`src/rtl/prefetcher_pkg.sv`:
```
// Types and defaults shared by the stride read master and the other prefetcher blocks.
package prefetcher_pkg;

    typedef enum logic [1:0] {
        SRM_IDLE  = 2'd0,
        SRM_ISSUE = 2'd1,
        SRM_DRAIN = 2'd2,
        SRM_DONE  = 2'd3
    } srm_state_t;

    localparam int SRM_DEF_LOG_MAX_OUTSTANDING = 2;
    localparam int SRM_DEF_MAX_OUTSTANDING     = 32'sd1 << SRM_DEF_LOG_MAX_OUTSTANDING;

    function automatic int srm_max_outstanding(input int log_max);
        return 32'sd1 << log_max;
    endfunction

endpackage

```
`src/rtl/srm_len_fifo.sv`:
```
// Per-burst expected-length FIFO for the stride read master's response checker.
// Only compiled when STRIDE_READ_MASTER_CHECK_EN is defined.
`ifdef STRIDE_READ_MASTER_CHECK_EN
module srm_len_fifo #(
    parameter int DEPTH = 4,
    parameter int WIDTH = 8
) (
    input  logic             clk,
    input  logic             rst,
    input  logic             clr,
    input  logic             push,
    input  logic [WIDTH-1:0] din,
    input  logic             pop,
    output logic [WIDTH-1:0] dout,
    output logic             empty
);

    localparam int PW = (DEPTH > 1) ? $clog2(DEPTH) : 1;
    localparam int CW = $clog2(DEPTH + 1);

    logic [WIDTH-1:0] r_mem [DEPTH];
    logic [PW-1:0]    r_wr_ptr;
    logic [PW-1:0]    r_rd_ptr;
    logic [CW-1:0]    r_count;
    logic             w_do_push;
    logic             w_do_pop;

    function automatic logic [PW-1:0] next_ptr(input logic [PW-1:0] ptr);
        logic [PW-1:0] nxt;
        if (ptr == PW'(DEPTH - 1)) begin
            nxt = {PW{1'b0}};
        end else begin
            nxt = ptr + PW'(1);
        end
        return nxt;
    endfunction

    assign w_do_pop  = pop && (r_count != {CW{1'b0}});
    assign w_do_push = push && ((r_count != CW'(DEPTH)) || w_do_pop);
    assign empty     = (r_count == {CW{1'b0}});
    assign dout      = r_mem[r_rd_ptr];

    // Storage needs no reset: only entries below r_count are ever read
    always_ff @(posedge clk) begin
        if (w_do_push) begin
            r_mem[r_wr_ptr] <= din;
        end
    end

    // Pointer and occupancy bookkeeping
    always_ff @(posedge clk or posedge rst) begin
        if (rst) begin
            r_wr_ptr <= {PW{1'b0}};
            r_rd_ptr <= {PW{1'b0}};
            r_count  <= {CW{1'b0}};
        end else if (clr) begin
            r_wr_ptr <= {PW{1'b0}};
            r_rd_ptr <= {PW{1'b0}};
            r_count  <= {CW{1'b0}};
        end else begin
            if (w_do_push) begin
                r_wr_ptr <= next_ptr(r_wr_ptr);
            end
            if (w_do_pop) begin
                r_rd_ptr <= next_ptr(r_rd_ptr);
            end
            case ({w_do_push, w_do_pop})
                2'b10:   r_count <= r_count + CW'(1);
                2'b01:   r_count <= r_count - CW'(1);
                default: r_count <= r_count;
            endcase
        end
    end

endmodule
`endif

```
`src/rtl/stride_read_master.sv`:
```
// Strided AR-burst read master: issues num_reqs bursts at base + k*stride and drains the responses.
// Define STRIDE_READ_MASTER_CHECK_EN to add the response ID/last checker driving error.
module stride_read_master
    import prefetcher_pkg::*;
#(
    parameter int ADDR_BITS            = 64,
    parameter int BURST_LEN_WIDTH      = 8,
    parameter int TID_WIDTH            = 8,
    parameter int LOG_BLOCK_DATA_BYTES = 0,
    parameter int LOG_MAX_OUTSTANDING  = SRM_DEF_LOG_MAX_OUTSTANDING
) (
    input  logic                                  clk,
    input  logic                                  rst,
    input  logic                                  start,
    input  logic [ADDR_BITS-1:0]                  base_addr,
    input  logic [ADDR_BITS-1:0]                  stride,
    input  logic [15:0]                           num_reqs,
    input  logic [BURST_LEN_WIDTH-1:0]            burst_len,
    input  logic [TID_WIDTH-1:0]                  req_id,
    output logic                                  m_ar_valid,
    input  logic                                  m_ar_ready,
    output logic [ADDR_BITS-1:0]                  m_ar_addr,
    output logic [BURST_LEN_WIDTH-1:0]            m_ar_len,
    output logic [TID_WIDTH-1:0]                  m_ar_id,
    input  logic                                  m_r_valid,
    output logic                                  m_r_ready,
    input  logic                                  m_r_last,
    input  logic [(8<<LOG_BLOCK_DATA_BYTES)-1:0]  m_r_data,
    input  logic [TID_WIDTH-1:0]                  m_r_id,
    output logic                                  busy,
    output logic                                  done,
    output logic [15:0]                           reqs_issued,
    output logic [31:0]                           beats_rcvd,
    output logic                                  error
);

    localparam int OW = LOG_MAX_OUTSTANDING + 1;
    localparam logic [OW-1:0] MAX_OUT = OW'(srm_max_outstanding(LOG_MAX_OUTSTANDING));

    srm_state_t                 r_state;
    srm_state_t                 w_state_nxt;
    logic [ADDR_BITS-1:0]       r_addr;
    logic [ADDR_BITS-1:0]       r_stride;
    logic [15:0]                r_num_reqs;
    logic [BURST_LEN_WIDTH-1:0] r_len;
    logic [TID_WIDTH-1:0]       r_id;
    logic [15:0]                r_reqs_issued;
    logic [31:0]                r_beats_rcvd;
    logic [OW-1:0]              r_outstanding;

    logic w_start_acc;
    logic w_ar_hs;
    logic w_r_hs;
    logic w_r_last_hs;
    logic w_out_dec;
    logic w_last_req;
    logic w_unused;

    assign w_start_acc = (r_state == SRM_IDLE) && start;
    assign w_ar_hs     = m_ar_valid && m_ar_ready;
    assign w_r_hs      = m_r_valid && m_r_ready;
    assign w_r_last_hs = w_r_hs && m_r_last;
    // A stray last with nothing outstanding must not wrap the counter
    assign w_out_dec   = w_r_last_hs && (r_outstanding != {OW{1'b0}});
    assign w_last_req  = ((r_reqs_issued + 16'd1) == r_num_reqs);
    assign w_unused    = ^{m_r_data, m_r_id};

    assign m_ar_addr   = r_addr;
    assign m_ar_len    = r_len;
    assign m_ar_id     = r_id;
    assign reqs_issued = r_reqs_issued;
    assign beats_rcvd  = r_beats_rcvd;

    // State register
    always_ff @(posedge clk or posedge rst) begin
        if (rst) begin
            r_state <= SRM_IDLE;
        end else begin
            r_state <= w_state_nxt;
        end
    end

    // Next-state logic
    always_comb begin
        w_state_nxt = r_state;
        case (r_state)
            SRM_IDLE: begin
                if (start) begin
                    w_state_nxt = (num_reqs == 16'd0) ? SRM_DONE : SRM_ISSUE;
                end else begin
                    w_state_nxt = SRM_IDLE;
                end
            end
            SRM_ISSUE: begin
                if (w_ar_hs && w_last_req) begin
                    w_state_nxt = SRM_DRAIN;
                end else begin
                    w_state_nxt = SRM_ISSUE;
                end
            end
            SRM_DRAIN: begin
                if (r_outstanding == {OW{1'b0}}) begin
                    w_state_nxt = SRM_DONE;
                end else begin
                    w_state_nxt = SRM_DRAIN;
                end
            end
            SRM_DONE: w_state_nxt = SRM_IDLE;
            default:  w_state_nxt = SRM_IDLE;
        endcase
    end

    // Output decode; AR valid can only fall through a handshake since outstanding only drops otherwise
    always_comb begin
        m_ar_valid = 1'b0;
        m_r_ready  = 1'b0;
        busy       = 1'b0;
        done       = 1'b0;
        case (r_state)
            SRM_ISSUE: begin
                m_ar_valid = (r_outstanding < MAX_OUT);
                m_r_ready  = 1'b1;
                busy       = 1'b1;
            end
            SRM_DRAIN: begin
                m_r_ready  = 1'b1;
                busy       = 1'b1;
            end
            SRM_DONE: begin
                done       = 1'b1;
            end
            default: begin
                m_ar_valid = 1'b0;
            end
        endcase
    end

    // Job configuration, progress counters and outstanding-burst count
    always_ff @(posedge clk or posedge rst) begin
        if (rst) begin
            r_addr        <= {ADDR_BITS{1'b0}};
            r_stride      <= {ADDR_BITS{1'b0}};
            r_num_reqs    <= 16'd0;
            r_len         <= {BURST_LEN_WIDTH{1'b0}};
            r_id          <= {TID_WIDTH{1'b0}};
            r_reqs_issued <= 16'd0;
            r_beats_rcvd  <= 32'd0;
            r_outstanding <= {OW{1'b0}};
        end else if (w_start_acc) begin
            r_addr        <= base_addr;
            r_stride      <= stride;
            r_num_reqs    <= num_reqs;
            r_len         <= burst_len;
            r_id          <= req_id;
            r_reqs_issued <= 16'd0;
            r_beats_rcvd  <= 32'd0;
            r_outstanding <= {OW{1'b0}};
        end else begin
            if (w_ar_hs) begin
                r_reqs_issued <= r_reqs_issued + 16'd1;
                r_addr        <= r_addr + r_stride;
            end
            if (w_r_hs) begin
                r_beats_rcvd <= r_beats_rcvd + 32'd1;
            end
            case ({w_ar_hs, w_out_dec})
                2'b10:   r_outstanding <= r_outstanding + OW'(1);
                2'b01:   r_outstanding <= r_outstanding - OW'(1);
                default: r_outstanding <= r_outstanding;
            endcase
        end
    end

`ifdef STRIDE_READ_MASTER_CHECK_EN
    logic [BURST_LEN_WIDTH-1:0] w_exp_len;
    logic                       w_fifo_empty;
    logic [BURST_LEN_WIDTH-1:0] r_beat;
    logic                       r_error;
    logic                       w_chk_err;

    srm_len_fifo #(
        .DEPTH (1 << LOG_MAX_OUTSTANDING),
        .WIDTH (BURST_LEN_WIDTH)
    ) u_len_fifo (
        .clk   (clk),
        .rst   (rst),
        .clr   (w_start_acc),
        .push  (w_ar_hs),
        .din   (r_len),
        .pop   (w_r_last_hs),
        .dout  (w_exp_len),
        .empty (w_fifo_empty)
    );

    // A beat is bad if its ID is foreign, nothing is pending, or last disagrees with the beat index
    always_comb begin
        w_chk_err = 1'b0;
        if (w_r_hs) begin
            w_chk_err = (m_r_id != r_id) || w_fifo_empty || (m_r_last != (r_beat == w_exp_len));
        end else begin
            w_chk_err = 1'b0;
        end
    end

    // Beat index within the current response burst
    always_ff @(posedge clk or posedge rst) begin
        if (rst) begin
            r_beat <= {BURST_LEN_WIDTH{1'b0}};
        end else if (w_start_acc) begin
            r_beat <= {BURST_LEN_WIDTH{1'b0}};
        end else if (w_r_hs) begin
            r_beat <= m_r_last ? {BURST_LEN_WIDTH{1'b0}} : (r_beat + BURST_LEN_WIDTH'(1));
        end else begin
            r_beat <= r_beat;
        end
    end

    // Sticky error flag, cleared by the next accepted start
    always_ff @(posedge clk or posedge rst) begin
        if (rst) begin
            r_error <= 1'b0;
        end else if (w_start_acc) begin
            r_error <= 1'b0;
        end else if (w_chk_err) begin
            r_error <= 1'b1;
        end else begin
            r_error <= r_error;
        end
    end

    assign error = r_error;
`else
    assign error = 1'b0;
`endif

endmodule

```
`config.mk`:
```
export PLATFORM = sky130hd
export DESIGN_NAME = stride_read_master
export DESIGN_NICKNAME = d
export VERILOG_FILES = /design/src/rtl/prefetcher_pkg.sv /design/src/rtl/srm_len_fifo.sv /design/src/rtl/stride_read_master.sv
export SDC_FILE = /design/constraint.sdc
export NUM_CORES = 1
export LEC_CHECK = 0
export CAP_MARGIN = 20
export CELL_PAD_IN_SITES_DETAIL_PLACEMENT = 1
export CELL_PAD_IN_SITES_GLOBAL_PLACEMENT = 2
export CORE_MARGIN = 10
export CORE_UTILIZATION = 31
export DETAILED_ROUTE_END_ITERATION = 6
export PLACE_DENSITY = 0.95
export SYNTH_ARGS = -nofsm -noshare
export SYNTH_HDL_FRONTEND = slang
export SYNTH_SLANG_ARGS = --single-unit
```
`constraint.sdc`:
```
create_clock -name clk -period 18.1 [get_ports clk]
set_input_delay 1.81 -clock clk [delete_from_list [all_inputs] [get_ports clk]]
set_output_delay 1.81 -clock clk [all_outputs]
set_load 0.01 [all_outputs]
```
---- Word-level counts from Yosys, hierarchy flattened ----
Cells that the tools add are included.
word-level totals
  register bits after elaboration ......... 213
  input bits .............................. 182
  output and inout bits ................... 133
  logic and storage cells ................. 51
operators by class
  add/subtract/negate cells ............... 5
  order comparisons ....................... 1
  equality and inequality tests ........... 6
  muxes and demuxes ....................... 16
  reductions and logical operators ........ 14
operators with widths
  operator                                                               count
  64-bit 2-to-1 mux                                                      2
  64-bit adder                                                           1
  32-bit 2-to-1 mux                                                      2
  32-bit by 1-bit adder with 32-bit output, second input constant        1
  16-bit 2-to-1 mux                                                      2
  16-bit by 1-bit adder with 16-bit output, second input constant        1
  16-bit equality test                                                   1
  16-bit logical NOT                                                     1
  2-bit one-hot mux with 4 select lines                                  1
  2-bit equality test, second input constant                             3
  1-bit logical AND                                                      6
  2-bit 2-to-1 mux                                                       3
  3-bit one-hot mux with 2 select lines                                  1
  3-bit nonzero test                                                     2
  2-bit by 1-bit equality test with 1-bit output, second input constant  2
  1-bit 2-to-1 mux                                                       4
  2-bit nonzero test                                                     2
  3-bit by 1-bit adder with 3-bit output, second input constant          1
  3-bit logical NOT                                                      1
  3-bit < comparator, second input constant                              1
  3-bit 2-to-1 mux                                                       1
  3-bit by 1-bit subtractor with 3-bit output, second input constant     1
  2-bit logical NOT                                                      1
  2-bit OR reduction                                                     1

---- Logic depth before layout (Yosys ltp) ----
Gate-level depths: netlist of run 1.
  depth in word-level cells ............... 9
  depth in mapped cells ................... 12
  mapped depth without buffers ............ 12

---- Least setup slack after synthesis of run 1 ----
Ideal clock, no wire load.
  path kind ............................... in2reg
  start point ............................. input port m_r_valid
  end point ............................... register r_beats_rcvd[29] (netlist: beats_rcvd[29])
  data arrival time ....................... 3718 ps
  required time ........................... 18022 ps
  setup slack ............................. 14304 ps
  cell stages on the path ................. 8
  path buffers ............................ 1
  path through ............................ and2_1 > clkbuf_1 > and4_1 > nand3_1 > or3_1 > or2_2 > or3_1 > a21oi_1
on the way
  cells in the longest elaborated chain, start to end .. 2
ends and longest elaborated chain
  what                                 RTL line                   RTL
  start: declaration                   stride_read_master.sv:25   input logic m_r_valid,
  1-bit logical AND                    stride_read_master.sv:61   assign w_r_hs = m_r_valid && m_r_ready;
  2-bit nonzero test (no source line)  --
  end signal: assignment               stride_read_master.sv:164  r_beats_rcvd <= r_beats_rcvd + 32'd1;
  end: declaration                     stride_read_master.sv:48   logic [31:0] r_beats_rcvd;
No other way between the ends.
A chain may end at the register's enable or synchronous reset.

---- Worst setup path in the final report of run 1 ----
  start point ............................. input port start
  end point ............................... register r_addr[38] (netlist: m_ar_addr[38])
on the way
  cells in the longest elaborated chain, start to end .. 2
  elaborated cells between the ends (all ways) .. 3
  classes of those cells .................. 1 x mux; 2 x reduce/logical
ends and longest elaborated chain
  what                                                            RTL line                   RTL
  start: declaration                                              stride_read_master.sv:14   input logic start,
  1-bit logical AND (*)                                           stride_read_master.sv:59   assign w_start_acc = (r_state == SRM_IDLE) && start;
  64-bit 2-to-1 mux / 2-bit nonzero test (equally long branches)  --
  end signal: assignment                                          stride_read_master.sv:141  r_addr <= {ADDR_BITS{1'b0}};
  end signal: assignment                                          stride_read_master.sv:150  r_addr <= base_addr;
  end signal: assignment                                          stride_read_master.sv:161  r_addr <= r_addr + r_stride;
  end: declaration                                                stride_read_master.sv:42   logic [ADDR_BITS-1:0] r_addr;
Every way passes the cells marked *; elsewhere a longest branch is shown, timed or not.

==> results of run 1 <==
power groups by stage:
stage          combinational, W  sequential (W)  clock [W]
6_report                0.00205        0.000818   0.000544
5_1_grt                 0.00229        0.000846   0.000582
4_1_cts                 0.00206        0.000820   0.000562
3_5_place_dp            0.00204        0.000826          0
3_3_place_gp            0.00198        0.000816          0
2_1_floorplan           0.00134        0.000826          0
sequential cells by signal, summed over array words and instances, names as in the netlist:
| signal | cells |
|---|---|
| beats_rcvd | 32 |
| r_state | 2 |
| m_ar_len | 8 |
| m_ar_id | 8 |
| reqs_issued | 16 |
| r_num_reqs | 16 |
| m_ar_addr | 64 |
| r_outstanding | 3 |
| r_stride | 64 |
final timing paths:
kind                                  to  cells after the start  slack [ns]          from
min                          m_ar_len[6]                      2        0.48   m_ar_len[6]
min in group asynchronous     m_ar_id[0]                      2        1.70           rst
max reg2reg                m_ar_addr[61]                     11       14.37  m_ar_addr[1]
max                        m_ar_addr[38]                      7       13.34         start
max in group asynchronous   m_ar_addr[4]                      3       14.98           rst
min reg2reg                  m_ar_len[6]                      2        0.48   m_ar_len[6]
through the flow:
stage	power, W	std cells	util [%]	area [sq um]
final	0.00341	2436	41.7	17400
after global routing	0.00372	2435	41.7	17400
after CTS	0.00344	2432	41.7	17400
after detailed placement	0.00287	2386	39.5	16600
after global placement	0.00280	2386	39.5	16600
after floorplan	0.00216	1619	-	13100
logic make-up after synthesis:
family	after synthesis	share of synthesized area [%]
DFF	213	40.6
muxes	5	0.391
AOI/OAI and AO/OA	372	17.2
adders and majority gates	72	6.98
and+or+nand+nor	740	24.0
buffers and inverters	100	2.95
other	1	0.0286
xor gates and xnor gates	116	7.75
area by class of cell:
cell class	instances	area, sq um
antenna	4	10.0
clock buffer	37	783
clock inverter	9	103
fill	4951	24400
inverter	23	93.8
multi-input combinational	1306	7420
sequential	213	5330
tap	539	674
timing repair buffer	305	3030
cell usage in the layout, fill, tap and decap left out, types with 6 or more instances in the layout:
| master | count |
|---|---|
| nor4_1 | 6 |
| nor2_1 | 135 |
| a21oi_1 | 147 |
| o21ai_0 | 97 |
| inv_1 | 22 |
| xnor2_1 | 59 |
| clkbuf_8 | 7 |
| a31oi_1 | 20 |
| o21bai_1 | 9 |
| ha_1 | 70 |
| nor3_1 | 24 |
| o211ai_1 | 9 |
| nand4_1 | 21 |
| and2_1 | 10 |
| xor2_1 | 57 |
| nand2_1 | 428 |
| clkbuf_16 | 27 |
| or3_1 | 19 |
| clkdlybuf4s50_1 | 297 |
| and3_1 | 23 |
| a21o_1 | 30 |
| dfrtp_1 | 213 |
| nand3_1 | 46 |
| buf_4 | 8 |
critical path, stage by stage:
cell and delay [ns]:
clkdlybuf4s50_1 0.57, and2_4 0.75, buf_4 0.81, buf_4 0.63
or3_1 0.19, mux2i_1 0.07, a211o_1 0.26
routing by layer:
| layer | vias up | track usage (%) | part of all wire, % |
|---|---|---|---|
| met5 | - | 0 | 0.048 |
| met4 | 4 | 4.27 | 1.9 |
| met3 | 47 | 3.90 | 5.4 |
| met2 | 267 | 31.3 | 48 |
| met1 | 6290 | 23.4 | 45 |
| li1 | 6073 | - | - |
==> flow_summary.toml, run 1 <==
[timing]
tightest_slew_ns = 0.980
timing.hold.ws_ns = 0.477
post-route-period-util_pct = 26.3
hold_viol = 0
setup_slack_ns = 13.34
setup_viol = 0
setup_tns_ns = 0
finalMaxSlewViolations = 0
rsz0062_at_grt = "no"
worst_clock_skew_ns = 0.0103
maxSlewHeadroom_pct = 34.7
period_needed_ns = 4.76
fmax_mhz = 210

[route]
avgRoutedWirePerCell_um = 19.7
drtIter0Drc = 680
drtAntennaViolNets = 0
drc = 0
firstDrtPassIters = 5
vias = 12700
routed_wl_um = 47900
avgViaCountPerCell = 5.21

[synthesis]
synth_cell_types = 70
ys_seq_area_share_pct = 40.6
syn_area_sq_um = 13100
synth_edf_count = 0
synth_top_area_share_pct = 40.6
synth_top_cell_by_area = "dfrtp_1"
yosysWarnings = 0
syn_avg_cell_area_sq_um = 8.10
synthArstFlopShare_pct = 100
synth_seq_cells = 213
synth_ff_type = "dfrtp_1"
synthTopCellsByArea = "dfrtp_1, nand2_1, ha_1"
synth_nets = 1873
syn_inst = 1619
synthTopCellsByCount = "nand2_1, dfrtp_1, a21oi_1, nor2_1, o21ai_0"
yosysMostFrequentCell = "nand2_1"

[worst_setup_path]
setup.worst_path.end_class = "flip-flop"
criticalPathCategory = "in2reg"
worst_setup_path_start_kind = "input port"
worstPathArrival_ns = 5.19
crit_fanout = 91
required_ns = 18.53

[flow_run]
maxCapViolCount = 0

[pwr]
ir_drop_mv = 0.0874
power_density_nw_per_um2 = 196
p_sw_w = 0.00157
p_leak_nw = 7.77
p_int_w = 0.00184
power_frac_comb_pct = 60.1
seqPwrFrac_pct = 24.0
clockPowerShare_pct = 16.0
switching_share_pct = 46.1

[clock_tree]
cts_buffer_depth = 3
numCtsBuffers = 26
postCtsSetupRepairBufs = 0
hold_buffers = 0
cts.sinks = 213
clk-insertion-delay-late_ns = 0.55
clock_tree.root_cell = "clkbuf_16"
cts.clk_slew.worst_paths_ns = 0.06
cts_htree_levels = 1
cts_tree = "done"
cts_resized = 0

[cells_and_area]
layout-drive-gt1-share_pct = 4.12
fin_nets = 2129
areaGrowthSynthToFinish_pct = 33.0

[floorplan]
row_count = 75
start_util_pct = 31.3
dieArea_sq_um = 50900
die_y_um = 226
core_sq_um = 41900
die_width_um = 226
pin_count = 315

[global_routing]
grt_pass1_wl_um = 76200
grt_max_degree = 92
grt_overflow = 0
first_global_vias = 13600
antenna_found_initial = 6
grt_usage_pct = 18.4

[placement]
dp_hpwl_um = 36100
dpl_worst_slack_ns = 12.74
place_congestion = 0.860
portBuffers = 297

[outcome]
status = "finished, final reports clean"

[min_path]
hold_class = "reg2reg"
Power figures use the tool's default switching activity.
==> run 2, diff against run 1 <==
Settings changed: CORE_UTILIZATION 31 to 26, PLACE_DENSITY 0.95 to 0.88.
Clock period 18.1 ns to 4.1 ns, I/O delays scaled along.
==> flow_summary.toml, run 2 (synthesis results as in run 1) <==
[outcome]
status = "finished, final reports clean"

[min_path]
hold_class = "in2async"

[route]
drtAntennaViolNets = 0
vias = 12700
drc = 0
routed_wl_um = 49800
firstDrtPassIters = 4
drtIter0Drc = 499
avgRoutedWirePerCell_um = 19.3
avgViaCountPerCell = 4.91

[worst_setup_path]
setup.worst_path.end_class = "flip-flop"
criticalPathCategory = "reg2reg"
worst_setup_path_start_kind = "flip-flop"
crit_fanout = 4
worstPathArrival_ns = 4.07
required_ns = 4.58

[timing]
finalMaxSlewViolations = 0
setup_viol = 0
setup_tns_ns = 0
tightest_slew_ns = 0.923
worst_clock_skew_ns = 0.0281
post-route-period-util_pct = 87.7
period_needed_ns = 3.59
rsz0062_at_grt = "no"
hold_viol = 0
fmax_mhz = 278
maxSlewHeadroom_pct = 37.9

[pwr]
p_leak_nw = 7.82
power_density_nw_per_um2 = 856
ir_drop_mv = 0.322

[floorplan]
dieArea_sq_um = 59800
row_count = 82
die_width_um = 245
die_y_um = 245
start_util_pct = 26.2
core_sq_um = 50100
pin_count = 315

[cells_and_area]
finalNonFillerCells = 2581
n_fill_cell = 6012
areaGrowthSynthToFinish_pct = 35.4
mostFrequentLayoutCells = "nand2_1, clkdlybuf4s50_1, dfrtp_1"
layout_commonest_cell = "nand2_1"
layout-drive-gt1-share_pct = 4.57
fin_nets = 2138

[placement]
placedCellCount = 2526
dp_hpwl_um = 38200
place_congestion = 0.897
portBuffers = 297

[global_routing]
grt_usage_pct = 16.2
grt_pass1_wl_um = 78700
first_global_vias = 13800
grt_overflow = 0
antenna_found_initial = 13
grt_max_degree = 124

[clock_tree]
clock_tree.root_cell = "clkbuf_16"
cts.clk_slew.worst_paths_ns = 0.06
cts_buffer_depth = 3
cts_htree_levels = 1
hold_buffers = 0
cts_resized = 0
numCtsBuffers = 28
cts.sinks = 213
clk-insertion-delay-late_ns = 0.59
cts_tree = "done"
postCtsSetupRepairBufs = 0

[flow_run]
maxCapViolCount = 0
run 2: path summary, 6_finish.rpt:
path / from / to / slack (ns) / cells after the start
max in group asynchronous: rst / r_stride[6] / 3.10 / 3
min: rst / m_ar_len[3] / 0.32 / 3
min in group clk: stride[58] / r_stride[58] / 0.35 / 3
min reg2reg: m_ar_len[4] / m_ar_len[4] / 0.47 / 2
max: m_ar_addr[0] / m_ar_addr[38] / 0.51 / 12
max reg2reg: m_ar_addr[0] / m_ar_addr[38] / 0.51 / 12
run 2: layer usage:
metal | global-route usage (%) | part of all wire (%)
met1 | 19.5 | 43
met2 | 27.9 | 49
met3 | 3.76 | 5.5
met4 | 5.64 | 3.1
met5 | 0 | 0.16
run 2: final cells by class:
cell class                      count  area, sq um  share of cell area [%]
Inverter                           23         90.1                   0.507
Antenna cell                        7         17.5                  0.0986
Clock buffer                       36          781                    4.39
Timing Repair Buffer              312         3150                    17.7
Clock inverter                     12          140                   0.789
Sequential cell                   213         5330                    30.0
Multi-Input combinational cell   1306         7420                    41.8
Tap cell                          672          841                    4.73
run 2: where the power goes:
group | leakage, nW | switching (W) | internal, W
sequential | 2.68 | 0.000671 | 0.00294
clock | 0.452 | 0.00102 | 0.00146
combinational | 4.70 | 0.00534 | 0.00379
total | 7.82 | 0.00703 | 0.00819
run 2: worst max-delay path, cell delays in order, from the launching register on:
cell and delay [ns]:
dfrtp_1 0.39, ha_1 0.26, fa_1 0.42, a21o_1 0.23, a221oi_2 0.38, o21ai_2 0.17
a21bo_1 0.23, a221o_2 0.42, a31oi_4 0.28, o21ai_2 0.13, a21oi_2 0.20, mux2i_1 0.10
a211o_1 0.27
run 2: per-stage QoR:
step | instance area [sq um] | hold WS [ns] | setup slack (ns) | util [%] | total power, W
after floorplan | 13100 | 0.450 | 0.920 | - | 0.00956
after global placement | 16800 | 0.459 | 0.528 | 33.6 | 0.0125
after detailed placement | 16800 | 0.464 | 0.505 | 33.6 | 0.0128
after CTS | 17700 | 0.312 | 0.489 | 35.5 | 0.0154
after global routing | 17800 | 0.341 | 0.334 | 35.5 | 0.0166
final | 17800 | 0.325 | 0.506 | 35.5 | 0.0152
